<file path="src/rtl/mem_ctrl_pkg.sv">
// Shared definitions for mem_ctrl: FSM state encodings, byte-counter width,
// fetch length and the little-endian instruction assembly helper.
package mem_ctrl_pkg;

  localparam int CNT_W = 3;
  localparam logic [CNT_W-1:0] FETCH_LEN = 3'd4;

  typedef enum logic [1:0] {
    MEMCTRL_IDLE    = 2'd0,
    MEMCTRL_FETCH   = 2'd1,
    MEMCTRL_MEM_OWN = 2'd2
  } state_t;

  function automatic logic [31:0] pack_inst(input logic [7:0] b3, input logic [7:0] b2,
                                            input logic [7:0] b1, input logic [7:0] b0);
    return {b3, b2, b1, b0};
  endfunction

endpackage

</file>
<file path="src/rtl/mem_ctrl_prefetch_buf.sv">
// One-word prefetch buffer (tag + data) for mem_ctrl; compiled only when
// PREFETCH_EN is defined.
`ifdef PREFETCH_EN
module prefetch_buf (
  input  logic        clk,
  input  logic        rst,
  input  logic        i_wr,
  input  logic        i_inv,
  input  logic [31:0] i_tag,
  input  logic [31:0] i_data,
  input  logic [31:0] i_pc,
  output logic        o_hit,
  output logic [31:0] o_data
);

  logic        r_valid;
  logic [31:0] r_tag;
  logic [31:0] r_data;

  // Invalidation beats a same-cycle fill so a store can never leave stale code.
  always_ff @(posedge clk or posedge rst) begin
    if (rst) begin
      r_valid <= 1'b0;
      r_tag   <= 32'h0000_0000;
      r_data  <= 32'h0000_0000;
    end else if (i_inv) begin
      r_valid <= 1'b0;
    end else if (i_wr) begin
      r_valid <= 1'b1;
      r_tag   <= i_tag;
      r_data  <= i_data;
    end else begin
      r_valid <= r_valid;
    end
  end

  assign o_hit  = r_valid && (i_pc == r_tag);
  assign o_data = r_data;

endmodule
`endif

</file>
<file path="src/rtl/mem_ctrl.sv">
// Byte-wide RAM arbiter between the instruction fetch (4 serial byte reads)
// and the MEM stage, which always has priority. Optional macro: PREFETCH_EN.
module mem_ctrl
  import mem_ctrl_pkg::*;
#(
  parameter int ADDR_W = 32
) (
  input  logic              clk,
  input  logic              rst,
  input  logic              if_req_i,
  input  logic [31:0]       if_pc_i,
  input  logic              flush_i,
  output logic [31:0]       if_inst_o,
  output logic              if_valid_o,
  input  logic              mem_req_i,
  input  logic              mem_we_i,
  input  logic [31:0]       mem_addr_i,
  input  logic [7:0]        mem_wdata_i,
  output logic [7:0]        mem_rdata_o,
  output logic [ADDR_W-1:0] ram_addr_o,
  output logic              ram_we_o,
  output logic [7:0]        ram_wdata_o,
  input  logic [7:0]        ram_rdata_i,
  output logic              busy_o
);

  state_t            r_state, w_state_nxt;
  logic [CNT_W-1:0]  r_cnt, w_cnt_nxt;
  logic [31:0]       r_fetch_pc, w_fetch_pc_nxt;
  logic [7:0]        r_b0, r_b1, r_b2;
  logic [31:0]       r_inst, w_inst_nxt;
  logic              r_valid, w_valid_nxt;
  logic              w_clear;
  logic              w_capture;
  logic [31:0]       w_fetch_addr;
  logic [31:0]       w_fetch_word;
  logic [ADDR_W-1:0] w_ram_addr;
  logic              w_ram_we;
  logic [7:0]        w_ram_wdata;

  assign w_fetch_addr = r_fetch_pc + 32'(r_cnt);
  // Byte 3 is taken straight off the RAM bus in the final counter cycle.
  assign w_fetch_word = pack_inst(ram_rdata_i, r_b2, r_b1, r_b0);

`ifdef PREFETCH_EN
  logic        r_spec, w_spec_nxt;
  logic        r_pf_pend, w_pf_pend_nxt;
  logic        w_hit;
  logic        w_buf_wr;
  logic        w_buf_inv;
  logic [31:0] w_buf_data;

  assign w_buf_inv = flush_i | (mem_req_i & mem_we_i);

  prefetch_buf u_prefetch_buf (
    .clk    (clk),
    .rst    (rst),
    .i_wr   (w_buf_wr),
    .i_inv  (w_buf_inv),
    .i_tag  (r_fetch_pc),
    .i_data (w_fetch_word),
    .i_pc   (if_pc_i),
    .o_hit  (w_hit),
    .o_data (w_buf_data)
  );
`endif

  // Next-state, counter and fetch-result logic; a MEM request overrides everything.
  always_comb begin
    w_state_nxt    = r_state;
    w_cnt_nxt      = r_cnt;
    w_fetch_pc_nxt = r_fetch_pc;
    w_inst_nxt     = r_inst;
    w_valid_nxt    = 1'b0;
    w_clear        = 1'b0;
    w_capture      = 1'b0;
`ifdef PREFETCH_EN
    w_spec_nxt     = r_spec;
    w_pf_pend_nxt  = r_pf_pend;
    w_buf_wr       = 1'b0;
`endif
    if (mem_req_i) begin
      w_state_nxt = MEMCTRL_MEM_OWN;
      w_cnt_nxt   = '0;
      w_clear     = 1'b1;
`ifdef PREFETCH_EN
      w_spec_nxt    = 1'b0;
      w_pf_pend_nxt = 1'b0;
`endif
    end else begin
      case (r_state)
        MEMCTRL_IDLE: begin
          if (if_req_i && !flush_i && !r_valid) begin
`ifdef PREFETCH_EN
            w_pf_pend_nxt  = 1'b0;
            w_fetch_pc_nxt = if_pc_i;
            if (w_hit) begin
              w_inst_nxt    = w_buf_data;
              w_valid_nxt   = 1'b1;
              w_pf_pend_nxt = 1'b1;
            end else begin
              w_state_nxt = MEMCTRL_FETCH;
              w_cnt_nxt   = '0;
              w_spec_nxt  = 1'b0;
            end
`else
            w_state_nxt    = MEMCTRL_FETCH;
            w_cnt_nxt      = '0;
            w_fetch_pc_nxt = if_pc_i;
`endif
          end
`ifdef PREFETCH_EN
          else if (r_pf_pend && !if_req_i && !flush_i) begin
            w_state_nxt    = MEMCTRL_FETCH;
            w_cnt_nxt      = '0;
            w_fetch_pc_nxt = r_fetch_pc + 32'd4;
            w_spec_nxt     = 1'b1;
            w_pf_pend_nxt  = 1'b0;
          end
`endif
          else begin
            w_cnt_nxt = '0;
`ifdef PREFETCH_EN
            w_pf_pend_nxt = r_pf_pend & ~flush_i;
`endif
          end
        end
        MEMCTRL_FETCH: begin
          if (flush_i) begin
            w_state_nxt = MEMCTRL_IDLE;
            w_cnt_nxt   = '0;
            w_clear     = 1'b1;
`ifdef PREFETCH_EN
            w_spec_nxt    = 1'b0;
            w_pf_pend_nxt = 1'b0;
`endif
          end
`ifdef PREFETCH_EN
          else if (r_spec && if_req_i) begin
            w_state_nxt = MEMCTRL_IDLE;
            w_cnt_nxt   = '0;
            w_clear     = 1'b1;
            w_spec_nxt  = 1'b0;
          end
`endif
          else if (r_cnt == FETCH_LEN) begin
            w_state_nxt = MEMCTRL_IDLE;
            w_cnt_nxt   = '0;
`ifdef PREFETCH_EN
            if (r_spec) begin
              w_buf_wr   = 1'b1;
              w_spec_nxt = 1'b0;
            end else begin
              w_inst_nxt    = w_fetch_word;
              w_valid_nxt   = 1'b1;
              w_pf_pend_nxt = 1'b1;
            end
`else
            w_inst_nxt  = w_fetch_word;
            w_valid_nxt = 1'b1;
`endif
          end else begin
            w_cnt_nxt = r_cnt + 3'd1;
            w_capture = (r_cnt != 3'd0);
          end
        end
        MEMCTRL_MEM_OWN: begin
          w_state_nxt = MEMCTRL_IDLE;
          w_cnt_nxt   = '0;
        end
        default: begin
          w_state_nxt = MEMCTRL_IDLE;
          w_cnt_nxt   = '0;
          w_clear     = 1'b1;
        end
      endcase
    end
  end

  // State, counter, captured bytes and registered fetch result.
  always_ff @(posedge clk or posedge rst) begin
    if (rst) begin
      r_state    <= MEMCTRL_IDLE;
      r_cnt      <= '0;
      r_fetch_pc <= 32'h0000_0000;
      r_b0       <= 8'h00;
      r_b1       <= 8'h00;
      r_b2       <= 8'h00;
      r_inst     <= 32'h0000_0000;
      r_valid    <= 1'b0;
`ifdef PREFETCH_EN
      r_spec     <= 1'b0;
      r_pf_pend  <= 1'b0;
`endif
    end else begin
      r_state    <= w_state_nxt;
      r_cnt      <= w_cnt_nxt;
      r_fetch_pc <= w_fetch_pc_nxt;
      r_inst     <= w_inst_nxt;
      r_valid    <= w_valid_nxt;
`ifdef PREFETCH_EN
      r_spec     <= w_spec_nxt;
      r_pf_pend  <= w_pf_pend_nxt;
`endif
      if (w_clear) begin
        r_b0 <= 8'h00;
        r_b1 <= 8'h00;
        r_b2 <= 8'h00;
      end else if (w_capture) begin
        case (r_cnt)
          3'd1:    r_b0 <= ram_rdata_i;
          3'd2:    r_b1 <= ram_rdata_i;
          3'd3:    r_b2 <= ram_rdata_i;
          default: r_b0 <= r_b0;
        endcase
      end else begin
        r_b0 <= r_b0;
      end
    end
  end

  // RAM port mux: reset silences the port, MEM wins over the fetch sequencer.
  always_comb begin
    w_ram_addr  = '0;
    w_ram_we    = 1'b0;
    w_ram_wdata = 8'h00;
    if (rst) begin
      w_ram_we = 1'b0;
    end else if (mem_req_i) begin
      w_ram_addr  = ADDR_W'(mem_addr_i);
      w_ram_we    = mem_we_i;
      w_ram_wdata = mem_wdata_i;
    end else if (r_state == MEMCTRL_FETCH) begin
      w_ram_addr = ADDR_W'(w_fetch_addr);
    end else begin
      w_ram_we = 1'b0;
    end
  end

  assign ram_addr_o  = w_ram_addr;
  assign ram_we_o    = w_ram_we;
  assign ram_wdata_o = w_ram_wdata;
  assign mem_rdata_o = ram_rdata_i;
  assign if_inst_o   = r_inst;
  assign if_valid_o  = r_valid;
  assign busy_o      = (r_state != MEMCTRL_IDLE);

endmodule
</file>
<file path="config.mk">
export PLATFORM = sky130hd
export DESIGN_NAME = mem_ctrl
export DESIGN_NICKNAME = d
export VERILOG_FILES = /design/src/rtl/mem_ctrl_pkg.sv /design/src/rtl/mem_ctrl_prefetch_buf.sv /design/src/rtl/mem_ctrl.sv
export SDC_FILE = /design/constraint.sdc
export NUM_CORES = 1
export LEC_CHECK = 0
export CORE_ASPECT_RATIO = 2
export CORE_MARGIN = 8
export CORE_UTILIZATION = 40
export CTS_BUF_LIST = sky130_fd_sc_hd__clkbuf_4 sky130_fd_sc_hd__clkbuf_8
export CTS_CLUSTER_SIZE = 25
export DETAILED_ROUTE_END_ITERATION = 8
export PLACE_DENSITY = 0.73
export SYNTH_ARGS = -nofsm -noshare
export SYNTH_HDL_FRONTEND = slang
export SYNTH_SLANG_ARGS = --single-unit
</file>
<file path="constraint.sdc">
create_clock -name clk -period 3 [get_ports clk]
set_clock_uncertainty 0.1 [all_clocks]
set_input_delay 0.6 -clock clk [delete_from_list [all_inputs] [get_ports clk]]
set_output_delay 0.6 -clock clk [all_outputs]
set_load 0.01 [all_outputs]
</file>
==> results.rst <==
.. list-table::
   :header-rows: 1

   * - Metric
     - Value
   * - Result of the run
     - finished, violations left
   * - Violated checks
     - setup timing
   * - Global-route wire length before repair
     - 22800 um
   * - Vias
     - 4000
   * - Vias in the first global route
     - 4282
   * - Ratio of cells with drive above 1 in the final layout
     - 29.0%
   * - Total grt overflow
     - 0
   * - Insertion delay to the later sink of the worst-skew pair
     - 0.37 ns
   * - Worst endpoint data arrival time
     - 2.59 ns
   * - Finished Cell Area
     - 7300 um2
   * - Worst-path fanout max
     - 5
   * - Mapped Avg Cell Area
     - 11.0 um2
   * - Type of origin of the critical path
     - flip-flop
   * - Data required time at the worst endpoint
     - 2.30 ns
   * - Die Height
     - 172 um
   * - Net count, final
     - 735
   * - Remaining antenna violation count after routing
     - 0
   * - Number of violations reported at the end of detailed-routing iteration 0
     - 149
   * - Clock root cell
     - clkbuf_8
   * - Count of maximum capacitance violations
     - 0
   * - Static power due to leakage
     - 3.34 nW
   * - Overall global routing resource usage
     - 18.3%
   * - Number of distinct standard cells referenced by the synthesized netlist
     - 44
   * - Critical path buffers and inverters
     - 3
   * - Core area
     - 12100 um2
   * - Sum of net half-perimeters after detailed placement
     - 11600 um
   * - Biggest area consumer among synthesized cells
     - dfrtp_1
   * - Antenna violations before repair
     - 0
   * - Met1 routed wirelength after detailed routing
     - 5030 um
   * - Most frequent standard cell in the layout excluding fill and tap cells
     - clkdlybuf4s50_1
   * - Type of destination of the critical path
     - output pin
   * - Total power density per cell area
     - 401 nW/um2
   * - Placed cell area
     - 6950 um2
   * - Number of rows created at floorplan
     - 57
   * - Initial standard-cell utilization of the core
     - 40.5%
   * - Worst rel slew slack
     - 58.3%
   * - Total met3 wirelength after detailed routing
     - 1020 um
   * - Met2 wire length
     - 8300 um
   * - Gate family responsible for the most delay along the worst path
     - adder cells
   * - Top sig layer
     - met4
   * - Sequential share of the synthesized area
     - 48.2%
   * - CTS hold repair buffers
     - 0
   * - Final WL
     - 14900 um
   * - Max incr delay on CP
     - 0.42 ns
   * - Power Total
     - 2.93 mW
   * - CTS Buffer Depth
     - 2
   * - Post-layout worst setup margin
     - -0.288 ns
   * - Final-report max-slew violation count
     - 0
   * - Placer's final routability congestion estimate
     - 0.919
   * - Avg Vias per Cell
     - 5.06
   * - Post-DR wirelength/cell
     - 18.8 um
   * - CTS Buf Count
     - 9
   * - Number of synthesized flops with an enable pin
     - 0
   * - Area overhead of the layout relative to synthesis
     - 49.5%
   * - Diodes inserted
     - 0
   * - Most used cells in the layout excluding fill and tap cells
     - clkdlybuf4s50_1 (128), dfrtp_1 (94), mux2_2 (63)
   * - Final Hold Viols
     - 0
   * - Ordered cell list for the critical path
     - ha_2 > inv_2 > fa_2 > nand2b_4 > a2111o_1 > buf_6 > nor4_4 > xnor2_1 > o21ai_1 > buf_2
   * - Flop and latch count out of synthesis
     - 94
   * - Crit-path slowest cell
     - a2111o_1
   * - Port buffer count
     - 168
   * - Drt drc
     - 0
   * - Die Footprint
     - 16200 um2
   * - Clk slew on worst S/H paths
     - 0.10 ns
   * - Shortest period the worst path allows
     - 3.29 ns
   * - Actual transition at the worst max-transition pin
     - 0.624 ns
   * - Maximum number of pins on one net before global-route repair
     - 36
   * - Post-synth design cell area
     - 4880 um2
   * - Peak Freq
     - 304 MHz
   * - Async set or reset register ratio after synthesis
     - 100%
   * - Clock sink count
     - 94
   * - Detailed-routing iteration count for the pre-antenna-repair pass
     - 4
   * - Largest cells by area after synthesis
     - dfrtp_1 (48%), mux2_2 (15%), mux2i_1 (4.9%)
   * - Max rail drop VDD
     - 0.326 mV
   * - Cell count after synthesis
     - 443
   * - Kind of path behind the tightest hold check
     - reg -> reg
   * - Total number of yosys warnings
     - 0
   * - Deepest level of the CTS H-tree
     - 3
   * - Unrepaired setup endpoints after global routing
     - true
   * - Synthesized Nets
     - 539
   * - Most common flop cell mapped by yosys
     - dfrtp_1
   * - Fin crit share
     - 110%
   * - Horizontal extent of the die
     - 94.1 um
   * - Number of ports placed on the die boundary
     - 169
   * - Worst Setup Path Type
     - reg -> out
   * - Area share of the leading cell type in the synthesized netlist
     - 48.2%
   * - Setup violation total in the final timing report
     - 15
   * - CTS tree
     - done
timing repair:
action	4_1_cts	5_1_grt
resized for setup	138	32
gates cloned	1	1
pin swaps	20	13
setup buffers	2	6
endpoints found under the hold margin	0	0
setup endpoints to repair	41	32
final timing paths:
| check | from | to | slack (ns) | cells after the start |
|---|---|---|---|---|
| setup / recovery | r_cnt[0] | ram_addr_o[30] | -0.29 | 10 |
| hold / removal | r_b1[4] | if_inst_o[12] | 0.41 | 1 |
| setup reg to reg | r_state[1] | r_b0[1] | 0.97 | 6 |
| hold reg to reg | r_b1[4] | if_inst_o[12] | 0.41 | 1 |
| max in group asynchronous | rst | r_fetch_pc[25] | 1.52 | 4 |
| min in group asynchronous | rst | r_state[0] | 0.71 | 3 |
report_power, final:
part	total, mW	internal [mW]	switching [mW]
Clock	0.834	0.330	0.504
Sequential	1.48	1.37	0.114
Combinational	0.610	0.354	0.257
Total	2.93	2.05	0.874
sequential cells by signal, indices dropped and copies added, names as in the netlist:
signal,cells
r_b1,8
r_state,2
r_cnt,3
r_b0,8
if_valid_o,1
if_inst_o,32
r_b2,8
r_fetch_pc,32
logic make-up (layout without fill, tap and decap cells):
logic type | count (synthesis) | in the layout | synth area share [%]
AND/OR/NAND/NOR | 145 | 145 | 15.6
flip-flops | 94 | 94 | 48.2
multiplexers | 88 | 88 | 19.7
AO/OA/AOI/OAI | 38 | 38 | 4.20
buffers and inverters | 38 | 239 | 4.23
XOR/XNOR | 30 | 30 | 5.38
adder cells (fa/ha/maj) | 10 | 10 | 2.72
routing by layer:
layer  GRT usage, %  up-vias
li1               -     1895
met1           17.3     1918
met2           35.2      160
met3           4.87       27
met4           8.13        0
met5              0        -
synthesized netlist by cell type (6+ instances only):
library cell / instances
xnor2_1: 16
nand4_1: 6
mux2_2: 63
mux2i_1: 24
inv_1: 9
dfrtp_1: 94
nand3_1: 9
ha_1: 9
clkbuf_1: 12
o21ai_1: 6
nand2_1: 51
buf_4: 11
nor2_1: 33
o21ai_0: 27
and2_1: 14
xor2_1: 14
final cells by class:
cell class,count,area [um2]
fill,1007,4750
multi-input combinational,311,2460
sequential,94,2350
timing repair buffer,214,2060
tap,147,184
clock buffer,9,124
clock inverter,7,75.1
inverter,9,37.5
worst register-to-register path: stages (launching register included):
cell,delay (ns)
dfrtp_1,0.44
or4b_4,0.57
nor3_1,0.17
and2_1,0.21
buf_12,0.15
mux2i_1,0.20
nor2_1,0.07
metrics by stage:
step	utilization, %	setup TNS (ns)	setup slack (ns)	instances	hold WS (ns)
final	60.6	-2.58	-0.288	791	0.411
after global routing	60.6	-4.76	-0.399	791	0.423
after CTS	59.9	-3.74	-0.325	784	0.414
after detailed placement	57.7	-9.57	-0.508	765	0.392
after global placement	57.7	-8.24	-0.379	765	0.372
after floorplan	-	0	0.0663	443	0.379
No activity file was read; power rests on OpenSTA's default activity.
